===== config.mk =====
export PLATFORM = sky130hd
export DESIGN_NAME = prio_sel_arb
export DESIGN_NICKNAME = d
export VERILOG_FILES = /design/src/rtl/prio_sel_pkg.sv /design/src/rtl/prio_sel_pick.sv /design/src/rtl/prio_sel_arb.sv
export SDC_FILE = /design/constraint.sdc
export NUM_CORES = 1
export LEC_CHECK = 0
export CAP_MARGIN = 10
export CORE_AREA = 8 8 80 82
export DETAILED_ROUTE_END_ITERATION = 8
export DIE_AREA = 0 0 88 90
export DONT_BUFFER_PORTS = 1
export HOLD_SLACK_MARGIN = 0.06
export PLACE_DENSITY_LB_ADDON = 0.08
export RECOVER_POWER = 100
export SLEW_MARGIN = 20
export SYNTH_ARGS = -nofsm -noshare
export SYNTH_HDL_FRONTEND = slang
export SYNTH_SLANG_ARGS = --single-unit

===== constraint.sdc =====
create_clock -name clk -period 2.6 [get_ports clk]
set_input_delay 0.13 -clock clk [delete_from_list [all_inputs] [get_ports clk]]
set_output_delay 0.13 -clock clk [all_outputs]
set_load 0.05 [all_outputs]

===== src/rtl/prio_sel_pkg.sv =====
// Shared constants for the priority/round-robin select arbiter.
package prio_sel_pkg;

  // Arbitration mode encodings
  localparam logic MODE_FIXED = 1'b0;
  localparam logic MODE_RR    = 1'b1;

  // Width of the accepted-transfer counter
  localparam int GNT_CNT_W = 16;

endpackage


===== src/rtl/prio_sel_pick.sv =====
// Combinational winner selection.
// Scans upward from a base index, wrapping modulo N_CH. In fixed mode the base is forced to 0.
module prio_sel_pick
  import prio_sel_pkg::*;
#(
  parameter int N_CH = 4,
  parameter int IW   = $clog2(N_CH)
) (
  input  logic [N_CH-1:0] req_i,
  input  logic [IW-1:0]   base_i,
  input  logic            mode_i,
  output logic [N_CH-1:0] win_oh_o,
  output logic [IW-1:0]   win_idx_o
);

  logic [IW-1:0] scan;
  logic          found;

  // First asserted request at or after the start point.
  // The scan index wraps at N_CH-1, not at the natural 2^IW boundary.
  always_comb begin
    win_oh_o  = '0;
    win_idx_o = '0;
    found     = 1'b0;
    scan      = (mode_i == MODE_RR) ? base_i : '0;
    for (int k = 0; k < N_CH; k++) begin
      if (!found && req_i[scan]) begin
        found           = 1'b1;
        win_oh_o[scan]  = 1'b1;
        win_idx_o       = scan;
      end
      scan = (scan == IW'(N_CH - 1)) ? '0 : scan + 1'b1;
    end
  end

endmodule


===== src/rtl/prio_sel_arb.sv =====
// N-channel arbiter with fixed-priority or round-robin selection, feeding a single
// registered output slot with valid/ready handshake and a saturating transfer counter.
module prio_sel_arb
  import prio_sel_pkg::*;
#(
  parameter int N_CH = 4,
  parameter int DW   = 8,
  parameter int IW   = $clog2(N_CH)
) (
  input  logic                 clk,
  input  logic                 rst,
  input  logic                 mode,
  input  logic [N_CH-1:0]      req,
  input  logic [N_CH*DW-1:0]   din,
  output logic [N_CH-1:0]      req_ack,
  output logic                 out_valid,
  input  logic                 out_ready,
  output logic [DW-1:0]        dout,
  output logic [IW-1:0]        gnt_idx,
  output logic [GNT_CNT_W-1:0] gnt_cnt
);

  logic                 out_valid_q, out_valid_d;
  logic [DW-1:0]        dout_q, dout_d;
  logic [IW-1:0]        gnt_idx_q, gnt_idx_d;
  logic [GNT_CNT_W-1:0] gnt_cnt_q, gnt_cnt_d;
  logic [IW-1:0]        rr_ptr_q, rr_ptr_d;

  logic [N_CH-1:0] win_oh;
  logic [IW-1:0]   win_idx;
  logic [DW-1:0]   win_data;
  logic            cap;
  logic            drain;

  prio_sel_pick #(.N_CH(N_CH), .IW(IW)) u_pick (
    .req_i     (req),
    .base_i    (rr_ptr_q),
    .mode_i    (mode),
    .win_oh_o  (win_oh),
    .win_idx_o (win_idx)
  );

  // Capture whenever something is requesting and the output slot is free or draining.
  // Reset gates it so nothing is acked while rst is high.
  assign drain = out_valid_q & out_ready;
  assign cap   = (|req) & (~out_valid_q | out_ready) & ~rst;

  assign req_ack = cap ? win_oh : '0;

  // One-hot mux of the winning channel's data slice
  always_comb begin
    win_data = '0;
    for (int i = 0; i < N_CH; i++) begin
      if (win_oh[i]) win_data = win_data | din[i*DW +: DW];
    end
  end

  // Next state: drain clears the slot, a capture in the same cycle refills it
  always_comb begin
    out_valid_d = out_valid_q;
    dout_d      = dout_q;
    gnt_idx_d   = gnt_idx_q;
    gnt_cnt_d   = gnt_cnt_q;
    rr_ptr_d    = rr_ptr_q;
    if (drain) begin
      out_valid_d = 1'b0;
      if (gnt_cnt_q != '1) gnt_cnt_d = gnt_cnt_q + 1'b1;
    end
    if (cap) begin
      out_valid_d = 1'b1;
      dout_d      = win_data;
      gnt_idx_d   = win_idx;
      if (mode == MODE_RR)
        rr_ptr_d = (win_idx == IW'(N_CH - 1)) ? '0 : win_idx + 1'b1;
    end
  end

  // State registers
  always_ff @(posedge clk or posedge rst) begin
    if (rst) begin
      out_valid_q <= 1'b0;
      dout_q      <= '0;
      gnt_idx_q   <= '0;
      gnt_cnt_q   <= '0;
      rr_ptr_q    <= '0;
    end else begin
      out_valid_q <= out_valid_d;
      dout_q      <= dout_d;
      gnt_idx_q   <= gnt_idx_d;
      gnt_cnt_q   <= gnt_cnt_d;
      rr_ptr_q    <= rr_ptr_d;
    end
  end

  assign out_valid = out_valid_q;
  assign dout      = dout_q;
  assign gnt_idx   = gnt_idx_q;
  assign gnt_cnt   = gnt_cnt_q;

endmodule


Word-level counts from Yosys, hierarchy flattened:

Index checks and enable logic that the tools add are counted.

* output and inout port bits: 31
* bits of input ports: 40
* word-level logic and storage cells: 88
* register bits: 29

* equality and inequality tests: 5
* order comparisons: 8
* muxes and demuxes: 39
* reduce and logical (&&, ||, !) cells: 14
* add/sub/neg operators: 5
* bitwise gates (word level): 12

Operator list (count)
* $mux W8: 4
* $or A8 B8 Y8: 3
* $mux W4: 5
* $mux W2: 9
* $add A16 B1 Y16 const B: 1
* $ne A16 B16 Y1 const B: 1
* $mux W1: 13
* $lt A2 B3 Y1 const B: 4
* $or A4 B4 Y4: 3
* $add A2 B1 Y2 const B: 4
* $bmux W1 S2: 4
* $demux W1 S2: 4
* $eq A2 B2 Y1 const B: 4
* $ge A2 B1 Y1 const B: 4
* $logic_and A1 B1 Y1: 7
* $reduce_and A2 Y1: 2
* $reduce_or A4 Y1: 1
* $and A1 B1 Y1: 3
* $logic_not A1 Y1: 3
* $not A1 Y1: 2
* $reduce_bool A2 Y1: 1
* $or A1 B1 Y1: 1

Longest topological paths before layout:

Gate-level depths: netlist of run 1.

* depth after elaboration: 20
* mapped depth: 12
* gate-level depth less buffers: 9

Cells and area by module:

Synthesis of run 1 repeated with hierarchy kept, for this count alone.

* cell total of the unflattened synthesis: 229
* area total of the unflattened synthesis: 2095.8 µm²

Modules (own cells, without submodules)
* prio_sel_arb: sequential area each 725.7 µm², times used 1, area each 1490.2 µm², cells an instance 141
* prio_sel_pick: sequential area each 0.0 µm², times used 1, area each 605.6 µm², cells an instance 88

Worst setup path after synthesis of run 1:

OpenSTA, ideal clock, no wires.

* path kind: reg-to-output
* start: reg rr_ptr_q[1]
* end: out req_ack[1]
* required time: 2.470 ns
* arrival: 2.721 ns
* path slack: -0.251 ns
* buffers on the path: 2
* cell stages (with the launch flop): 11
* cells stage by stage: dfrtp_1 > nand2_1 > ha_1 > buf_2 > mux2i_1 > mux2_2 > nand4_1 > buf_2 > o22ai_1 > nor2_1 > nor2_1

* longest elaborated chain between the ends: 14
* elaborated cells between the ends (all ways): 55
* classes of those cells: add/sub (3); order compare (8); eq/ne (3); mux (28); bitwise (3); reduce/logical (10)

Ends and longest elaborated chain
* start: declaration: RTL line prio_sel_arb.sv:27 `logic [IW-1:0] rr_ptr_q, rr_ptr_d;`
* start signal: assignment: RTL line prio_sel_arb.sv:91 `rr_ptr_q <= rr_ptr_d;`
* $mux W2 (*): RTL line prio_sel_pick.sv:25 `scan = (mode_i == MODE_RR) ? base_i : '0;`
* $add A2 B1 Y2, or another cell as far along: RTL line prio_sel_pick.sv:32 `scan = (scan == IW'(N_CH - 1)) ? '0 : scan + 1'b1;`
* $mux W2 or $mux W1 (tied branches): RTL line prio_sel_pick.sv:32, prio_sel_pick.sv:27
* $add A2 B1 Y2, or another cell as far along: RTL line prio_sel_pick.sv:32
* $mux W2, or another cell as far along: RTL line prio_sel_pick.sv:32
* $add A2 B1 Y2, or another cell as far along: RTL line prio_sel_pick.sv:32
* $mux W2, or another cell as far along: RTL line prio_sel_pick.sv:32
* $lt A2 B3 Y1 (not written as such), or another cell as far along: RTL line prio_sel_pick.sv:29 `win_oh_o[scan] = 1'b1;`
* $logic_and A1 B1 Y1 (not written as such), or another cell as far along: RTL line prio_sel_pick.sv:29
* $mux W1 (not written as such), or another cell as far along: RTL line prio_sel_pick.sv:29
* $demux W1 S2, or another cell as far along
* $or A4 B4 Y4 (no line) or $logic_and A1 B1 Y1 (tied branches)
* $mux W4 (*): RTL line prio_sel_pick.sv:27 `if (!found && req_i[scan]) begin`
* $mux W4 (*): RTL line prio_sel_arb.sv:48 `assign req_ack = cap ? win_oh : '0;`
* end: declaration: RTL line prio_sel_arb.sv:15 `output logic [N_CH-1:0] req_ack,`

Every way passes the cells marked *; elsewhere a longest branch is shown, timed or not. The select of a mux whose other input is x is not followed.

Worst setup path in the final report of run 1:

* start: reg rr_ptr_q[0]
* end: out req_ack[1]

The elaborated chain is that of the path after synthesis.

==> flow_summary.yaml, run 1 <==
floorplanning:
  dieArea_um2: 7920
  die_width_um: 88
  core_um2: 5240
  initial_core_util_pct: 42.5
  die_y_um: 90
  io_pins: 71
  num_rows: 27
worst_setup_path:
  crit_path_max_fanout: 5
  crit_path_end_kind: "output pin"
  cp.arrival_ns: 2.44
  cp_common_cell: "nor2_2"
  crit_slowest_cell: "dfrtp_1"
  crit_chain: "nand2_4 > inv_4 > ha_4 > mux2i_2 > mux2_4 > nand4_1 > o22ai_2 > nor2_2 > nor2_2 > buf_12"
  path_buf_inv: 2
  worstReg2RegEnd: "dout[5]"
  r2r_cells: 10
  crit_type: "register to output pin"
  critPathTopFamily: "simple AND/OR/NAND/NOR gates"
  crit_path_end: "req_ack[1]"
  start_kind: "register"
  rrSetupSlack_ns: 0.14
  timing.rr.start: "rr_ptr_q[0]"
  crit_cells: 10
  critPathLaunch: "rr_ptr_q[0]"
  crit_required_ns: 2.47
  max_stage_delay_ns: 0.41
clocking:
  clock_path_buffers: 2
  worstSkewPairLatency_ns: 0.28
  cts.sinks: 29
  htree_num_levels: 2
  cts_buffers: 5
  cts-root-buf: "clkbuf_8"
  path_clk_slew_ns: 0.06
  cts_tree: "done"
detailed_routing:
  vias: 2118
  wire_per_inst_um: 18.6
  drt_first_pass_iters: 4
  wl_um: 6780
  drt_iter0_markers: 70
  viasPerCell: 5.80
  post-route-drc-count: 0
  ant_nets: 0
status:
  status: "finished with violations"
  violations: "max-capacitance violations, max-slew violations"
power_and_ir_drop:
  p_sw_uw: 1560
  leakage_uw: 0.00117
  internal_power_uw: 1550
  power.total_uw: 3100
  seq_power_share_pct: 33.2
  ir_drop_v: 0.000432
  power_frac_comb_pct: 53.6
  powerDensity_nw_per_um2: 1080
  swShare_pct: 50.1
  clkPwrFrac_pct: 13.2
placed_design:
  gp_congestion: 0.851
  numPortBuffers: 0
  hpwl_um: 5020
final_layout:
  layout.nets: 341
  layout.cells.most_common_list: "dfrtp_1 (29), buf_4 (23), nor2_1 (18)"
  syn2layout_area_growth_pct: 28.8
  final_common_cell: "dfrtp_1"
  antennaDiodeCount: 0
  n_fill_cell: 512
  drive_above_1_share_pct: 24.2
logic_synthesis:
  synth_area_per_cell_um2: 9.09
  synth.yosys.warnings: 0
  netlist_top_cells_area: "dfrtp_1 (33%), a22oi_1 (5.1%), ha_1 (5.1%), a221oi_1 (4.7%), nor2_1 (4.4%)"
  ys_ff_latch: 29
  synth_ff_type: "dfrtp_1"
  syn_inst: 245
  yosys.area.top_type_share_pct: 32.6
  syn-cell-area_um2: 2230
  synth_nets: 294
  yosys.area.top_type: "dfrtp_1"
  synth_edf_count: 0
  async_flop_share_pct: 100
  ys_seq_area_share_pct: 32.6
  synthDistinctLibCells: 56
timing:
  timing.hold.ws_ns: 0.0711
  fmax_ghz: 0.390
  slew_headroom_pct: -4.60
  finClkSkew_ns: 0.00452
  worstMarginPinSlew_ns: 1.57
  slew_viol_final: 30
  finalHoldViolations: 0
  rsz0062_at_grt: "yes"
  min_period_over_period_pct: 98.7
  fin_crit_ns: 2.57
  finalSetupViolations: 0
global_routing:
  grt_usage_pct: 17.0
  grt_pass1_vias: 2107
  grt_overflow: 0
  antenna_found_initial: 0
  grt_max_degree: 30
  grt_pass1_wl_um: 10700
hold_path:
  hold_class: "input pin to register"
run:
  cap_violations: 1
[power by group through the flow]
stage	Combinational [µW]	Clock, µW	Sequential [µW]
2_1_floorplan	932	0	1130
3_5_place_dp	1480	0	1040
4_1_cts	1520	428	1030
3_3_place_gp	1480	0	1040
6_report	1660	409	1030
5_1_grt	1810	450	1050
[Yosys cell counts, types with 2 or more instances]
| library cell | number |
|---|---|
| dfrtp_1 | 29 |
| nor2_1 | 26 |
| a22oi_1 | 15 |
| nand2_1 | 15 |
| o21ai_0 | 14 |
| a221oi_1 | 12 |
| inv_1 | 10 |
| ha_1 | 9 |
| xnor2_1 | 9 |
| a31oi_1 | 7 |
| nand3_1 | 6 |
| nand4_1 | 6 |
| nor2b_1 | 6 |
| o22ai_1 | 6 |
| xor2_1 | 6 |
| a21oi_1 | 5 |
| a22o_1 | 5 |
| clkbuf_1 | 5 |
| mux2_2 | 4 |
| nand2b_1 | 4 |
| mux2i_1 | 3 |
| o21ai_1 | 3 |
| a21boi_0 | 2 |
| a21oi_2 | 2 |
| and2_1 | 2 |
| and4_1 | 2 |
| buf_2 | 2 |
| mux4_2 | 2 |
[timing repair]
| action | CTS | global route |
|---|---|---|
| pin swaps | 2 | 11 |
| endpoints found under the hold margin | 33 | 1 |
| buffers inserted | 2 | 7 |
| hold buffers | 7 | 2 |
| resized for setup | 3 | 17 |
| endpoints found under the setup margin | 4 | 11 |
[stage by stage]
stage,TNS [ns],area [µm²],worst slack (ns),util (%),std cells
2_1_floorplan,-0.0364,2240,-0.0364,-,245
3_3_place_gp,0,2570,0.164,49.0,339
3_5_place_dp,0,2570,0.152,49.1,339
4_1_cts,0,2780,0.00562,53.0,356
5_1_grt,-0.206,2870,-0.106,54.8,365
6_report,0,2870,0.0342,54.8,365
[layout make-up]
| type | instances | area, µm² | area share (%) |
|---|---|---|---|
| inverter | 10 | 40.0 | 1.40 |
| clock inverter | 1 | 5.00 | 0.175 |
| sequential | 29 | 726 | 25.3 |
| multi-input combinational | 196 | 1520 | 52.8 |
| clock buffer | 7 | 96.3 | 3.36 |
| tap | 72 | 90.1 | 3.14 |
| timing repair buffer | 50 | 395 | 13.8 |
[worst register-to-register path: stages (launching register included)]
cell and delay, ns:
dfrtp_1 0.41, nand2_4 0.08, inv_4 0.04, ha_4 0.30, mux4_2 0.53, nand4_1 0.22
buf_4 0.15, buf_4 0.14, o21ai_0 0.11, a221oi_2 0.24, a31oi_1 0.10
[flip-flops by register name, indices dropped and copies added, names as in the netlist]
signal and count:
gnt_idx 2, gnt_cnt 16, out_valid 1, rr_ptr_q 2
dout 8
[metal layers]
| layer | routed length (µm) | global-route usage, % | vias to the layer above |
|---|---|---|---|
| li1 | - | - | 1026 |
| met1 | 2800 | 20.7 | 1010 |
| met2 | 3320 | 26.8 | 71 |
| met3 | 555 | 5.37 | 11 |
| met4 | 108 | 6.46 | 0 |
| met5 | 0 | 0 | - |
[kinds of logic (layout without fill, tap and decap cells)]
logic type / count (synthesis) / after routing / synth area share (%)
simple gates: 77 / 77 / 18.1
fa+ha+maj: 9 / 9 / 5.06
compound gates: 85 / 85 / 28.5
buf+inv: 20 / 68 / 3.99
xor+xnor: 15 / 15 / 5.90
mux: 10 / 10 / 5.90
flops: 29 / 29 / 32.6
[how the worst min path moves through the flow]
stage,cells after the start,end,from
3_3_place_gp,2,gnt_idx[1],rst
5_1_grt,2,dout[3],din[3]
2_1_floorplan,1,dout[0],rst
6_report,2,out_valid,out_ready
3_5_place_dp,2,gnt_cnt[1],rst
4_1_cts,2,out_valid,req[1]
No activity file was read; power rests on OpenSTA's default activity.
==> run 2, diff against run 1 <==
==> constraint.sdc (replaced) <==
create_clock -name clk -period 2.6 [get_ports clk]
set_input_delay 0.52 -clock clk [delete_from_list [all_inputs] [get_ports clk]]
set_output_delay 0.52 -clock clk [all_outputs]
set_load 0.05 [all_outputs]
==> run 2 against run 1 <==
Net effect: the flow finishes with violations (max-capacitance violations, max-slew violations, negative setup slack); global-route usage rose by 0.54 points; non-clock buffer count up 11; core utilization rose by 2.3 points; hold slack better by 0.33 ns; final cell count rose by 3.0%; wire length increased by 0.69%; die area is the same; sequential power is essentially flat; fmax decreased by 11%; sequential share of layout area shrank 0.99 points; first-iteration DRC count grew 34%; final area increased by 4.2%; critical endpoint unchanged; largest cell class unchanged; highest routed layer unchanged.
==> flow_summary.yaml, run 2 (synthesized netlist as in run 1, its figures left out) <==
floorplanning:
  die_y_um: 90
  num_rows: 27
  core_um2: 5240
  dieArea_um2: 7920
  die_width_um: 88
  initial_core_util_pct: 42.5
  io_pins: 71
global_routing:
  grt_max_degree: 30
  antenna_found_initial: 0
  grt_usage_pct: 17.5
  grt_pass1_vias: 2105
  grt_pass1_wl_um: 10900
  grt_overflow: 0
clocking:
  cts.sinks: 29
  htree_num_levels: 2
  path_clk_slew_ns: 0.06
  clock_path_buffers: 2
  cts-root-buf: "clkbuf_8"
  cts_buffers: 5
  worstSkewPairLatency_ns: 0.28
  postCtsHoldBufs: 0
  cts_tree: "done"
power_and_ir_drop:
  ir_drop_v: 0.000402
  power.total_uw: 3230
  powerDensity_nw_per_um2: 1080
  leakage_uw: 0.00122
timing:
  min_period_over_period_pct: 111
  finalSetupViolations: 4
  fin_tns_setup_ns: -1.03
  fin_crit_ns: 2.89
  fmax_ghz: 0.346
  worstMarginPinSlew_ns: 1.57
  slew_headroom_pct: -4.73
  slew_viol_final: 30
  timing.hold.ws_ns: 0.401
  finalHoldViolations: 0
  rsz0062_at_grt: "yes"
  fin_ws_ns: -0.288
  finClkSkew_ns: 0.00610
hold_path:
  hold_class: "input pin to register"
  holdCritStartpoint: "din[13]"
final_layout:
  n_fill_cell: 501
  multi_input_area_um2: 1590
  drive_above_1_share_pct: 29.9
  final_common_cell: "buf_4"
  layoutNonFillerInstCount: 376
  largest_reg_flops: 16
  seqCellArea_um2: 727
  syn2layout_area_growth_pct: 34.2
  layout.cells.most_common_list: "buf_4 (39), dfrtp_1 (28), nor2_1 (17)"
  layout.nets: 352
  antennaDiodeCount: 0
worst_setup_path:
  timing.rr.start: "rr_ptr_q[0]"
  crit_required_ns: 2.08
  crit_path_end_kind: "output pin"
  start_kind: "register"
  cp.arrival_ns: 2.37
  critPathLaunch: "rr_ptr_q[0]"
  crit_path_max_fanout: 5
  crit_type: "register to output pin"
detailed_routing:
  wire_per_inst_um: 18.2
  viasPerCell: 5.69
  vias: 2141
  drt_first_pass_iters: 4
  ant_nets: 0
  drt_iter0_markers: 94
  post-route-drc-count: 0
  wl_um: 6830
placed_design:
  gp_congestion: 0.759
  numPortBuffers: 0
  hpwl_um: 5260
  pre_cts_slack_ns: -0.120
  dp_cells: 358
status:
  status: "finished with violations"
  violations: "max-capacitance violations, max-slew violations, negative setup slack"
run:
  cap_violations: 1
## run 2: cell types whose count changed in the layout (fill, tap and decap cells not counted), moves of 2 or more
cell / before / now
a221oi_1: 9 / 11
a221oi_2: 3 / 1
buf_4: 23 / 39
buf_6: 0 / 2
clkbuf_1: 14 / 16
clkbuf_8: 7 / 5
dlygate4sd3_1: 9 / 0
ha_1: 6 / 8
ha_2: 2 / 0
nor2_2: 8 / 1
nor2_4: 1 / 9
## run 2: per-layer routing
| metal | global-route usage [%] | vias up | wire length (µm) |
|---|---|---|---|
| li1 | - | 1049 | - |
| met1 | 20.5 | 1020 | 2780 |
| met2 | 29.3 | 66 | 3560 |
| met3 | 5.19 | 6 | 421 |
| met4 | 6.03 | 0 | 70 |
| met5 | 0 | - | 0 |
## run 2: layout make-up
class / count / share of cell area [%]
Timing Repair Buffer: 61 / 15.3
Tap cell: 72 / 3.01
Sequential cell: 29 / 24.3
Clock buffer: 6 / 2.43
Clock inverter: 2 / 0.335
Inverter: 10 / 1.42
Multi-Input combinational cell: 196 / 53.2
## run 2: final timing paths
check                           slack [ns]  depth (start not counted)           to
min in group asynchronous             0.73                          2   gnt_cnt[1]
max in group asynchronous             0.85                          2  rr_ptr_q[0]
worst max register to register        0.02                         11      dout[5]
worst min-delay path                  0.40                          2      dout[5]
worst max-delay path                 -0.29                         11   req_ack[1]
worst min register to register        0.74                          2  rr_ptr_q[1]
## run 2: repair_timing
| item | 4_1_cts | 5_1_grt |
|---|---|---|
| pin swaps | 12 | 2 |
| buffers inserted | 7 | 4 |
| resized for setup | 14 | 3 |
| endpoints found under the setup margin | 4 | 7 |
## run 2: report_power, final
group	internal (µW)	total, µW	switching [µW]
sequential	585	1040	458
combinational	833	1830	1000
clock	185	356	171
total	1600	3230	1630
## run 2: worst max-delay path: stages (launching register included)
cell and delay (ns):
dfrtp_2 0.45, nand2_8 0.08, inv_6 0.03, ha_4 0.30
mux2i_2 0.23, mux2_4 0.18, nand4_1 0.15, buf_4 0.18
o22ai_4 0.18, nor2_4 0.06, nor2_4 0.12, buf_12 0.14
## run 2: metrics by stage
stage / util, % / area, µm²
floorplan: - / 2350
global placement: 53.5 / 2800
detailed placement: 53.5 / 2800
CTS: 57.3 / 3000
global route: 57.1 / 2990
finish: 57.1 / 2990
==> run 3, diff against run 2 <==
Settings changed: PLACE_DENSITY set to 0.64, PLACE_DENSITY_LB_ADDON 0.08 to not set.
==> run 3 against run 2 <==
Net effect: total power shrank 4.9%; fmax grew 1.5%; critical endpoint unchanged; non-clock buffer count shrank 12; register-to-register slack gained 0.12 ns; via count shrank 0.28%; the run still ends with max-capacitance violations, max-slew violations, negative setup slack left; sequential cell count is the same; final area shrank 4.7%.
==> flow_summary.yaml, run 3 (synthesized netlist as in run 1, its figures left out) <==
power_and_ir_drop:
  p_sw_uw: 1570
  power_frac_comb_pct: 54.5
  powerDensity_nw_per_um2: 1080
  internal_power_uw: 1510
  leakage_uw: 0.00115
  swShare_pct: 51.0
  clkPwrFrac_pct: 11.5
  seq_power_share_pct: 34.0
  ir_drop_v: 0.000448
floorplanning:
  die_y_um: 90
  core_um2: 5240
  die_width_um: 88
  dieArea_um2: 7920
  io_pins: 71
  num_rows: 27
  initial_core_util_pct: 42.5
detailed_routing:
  wire_per_inst_um: 17.9
  drt_iter0_markers: 101
  wl_um: 6530
  drt_first_pass_iters: 4
  viasPerCell: 5.87
  post-route-drc-count: 0
  vias: 2135
  ant_nets: 0
timing:
  fin_crit_ns: 2.85
  min_period_over_period_pct: 109
  worstMarginPinSlew_ns: 1.53
  fin_tns_setup_ns: -0.842
  slew_viol_final: 30
  finalHoldViolations: 0
  fmax_ghz: 0.351
  slew_headroom_pct: -2.03
  finClkSkew_ns: 0.00460
  fin_ws_ns: -0.245
  rsz0062_at_grt: "yes"
  finalSetupViolations: 4
final_layout:
  final_common_cell: "buf_4"
  drive_above_1_share_pct: 25.7
  layout.nets: 340
  syn2layout_area_growth_pct: 27.9
  seqCellArea_um2: 727
  multi_input_area_um2: 1540
  layout.cells.most_common_list: "buf_4 (29), dfrtp_1 (28), nor2_1 (17)"
  n_fill_cell: 507
  antennaDiodeCount: 0
  largest_reg_flops: 16
  final_area_um2: 2850
global_routing:
  grt_usage_pct: 16.9
  grt_overflow: 0
  grt_max_degree: 30
  grt_pass1_wl_um: 10600
  grt_pass1_vias: 2110
  antenna_found_initial: 0
clocking:
  path_clk_slew_ns: 0.06
  postCtsHoldBufs: 0
  cts.sinks: 29
  cts_buffers: 5
  clock_path_buffers: 2
  htree_num_levels: 2
  worstSkewPairLatency_ns: 0.28
  cts_tree: "done"
  cts-root-buf: "clkbuf_8"
placed_design:
  numPortBuffers: 0
  placed_area_um2: 2770
  gp_congestion: 0.818
  pre_cts_slack_ns: -0.133
  hpwl_um: 5280
status:
  violations: "max-capacitance violations, max-slew violations, negative setup slack"
  status: "finished with violations"
worst_setup_path:
  crit_type: "register to output pin"
  crit_path_end_kind: "output pin"
  crit_required_ns: 2.08
  crit_path_max_fanout: 5
  start_kind: "register"
  cp.arrival_ns: 2.33
run:
  cap_violations: 1
hold_path:
  hold_class: "input pin to register"
-- run 3: final timing paths --
check	from	to	slack (ns)	cells after the start
worst min register to register	out_valid	out_valid	0.54	2
max in group asynchronous	rst	rr_ptr_q[0]	0.85	2
worst max register to register	rr_ptr_q[0]	rr_ptr_q[1]	0.14	11
worst min-delay path	din[14]	dout[6]	0.41	2
min in group asynchronous	rst	gnt_cnt[9]	0.75	2
worst max-delay path	rr_ptr_q[0]	req_ack[1]	-0.25	10
-- run 3: power groups by stage --
stage	logic [µW]	registers [µW]	clock network, µW
2_1_floorplan	1040	1140	0
3_3_place_gp	1640	1050	0
3_5_place_dp	1650	1060	0
4_1_cts	1690	1050	364
5_1_grt	1830	1060	390
6_report	1680	1040	353
-- run 3: cell type report --
type / instances / share of cell area, %
Inverter: 10 / 1.49
Clock buffer: 6 / 2.55
Multi-Input combinational cell: 196 / 54.1
Tap cell: 72 / 3.16
Sequential cell: 29 / 25.5
Clock inverter: 2 / 0.351
Timing Repair Buffer: 49 / 12.8
-- run 3: worst max-delay path, cell delays in order (launching register included) --
cell     delay, ns
dfrtp_2       0.44
nand2_8       0.08
inv_6         0.03
ha_4          0.30
mux4_2        0.53
nand4_1       0.11
buf_6         0.14
o22ai_4       0.08
nor2_2        0.13
nor2_4        0.05
buf_12        0.16
-- run 3: metal layers --
layer	GRT usage, %	share of wire, %	vias up
met4	5.88	1.9	0
li1	-	-	1024
met5	0	0	-
met1	19.5	39	1014
met3	5.46	9.4	11
met2	28.1	50	86
-- run 3: timing repair --
item | CTS | global route
endpoints found under the hold margin | 0 | 0
setup buffers | 1 | 2
pin swaps | 5 | 5
gates cloned | 0 | 0
gates resized for setup | 6 | 2
setup endpoints to repair | 4 | 4
-- run 3: metrics by stage --
stage | total power [µW] | hold slack [ns] | utilization (%) | std cells
after floorplan | 2180 | 0.606 | - | 245
after global placement | 2690 | 0.510 | 52.8 | 353
after detailed placement | 2710 | 0.524 | 52.8 | 353
after CTS | 3100 | 0.294 | 55.1 | 362
after global routing | 3280 | 0.398 | 54.4 | 364
final | 3070 | 0.406 | 54.4 | 364
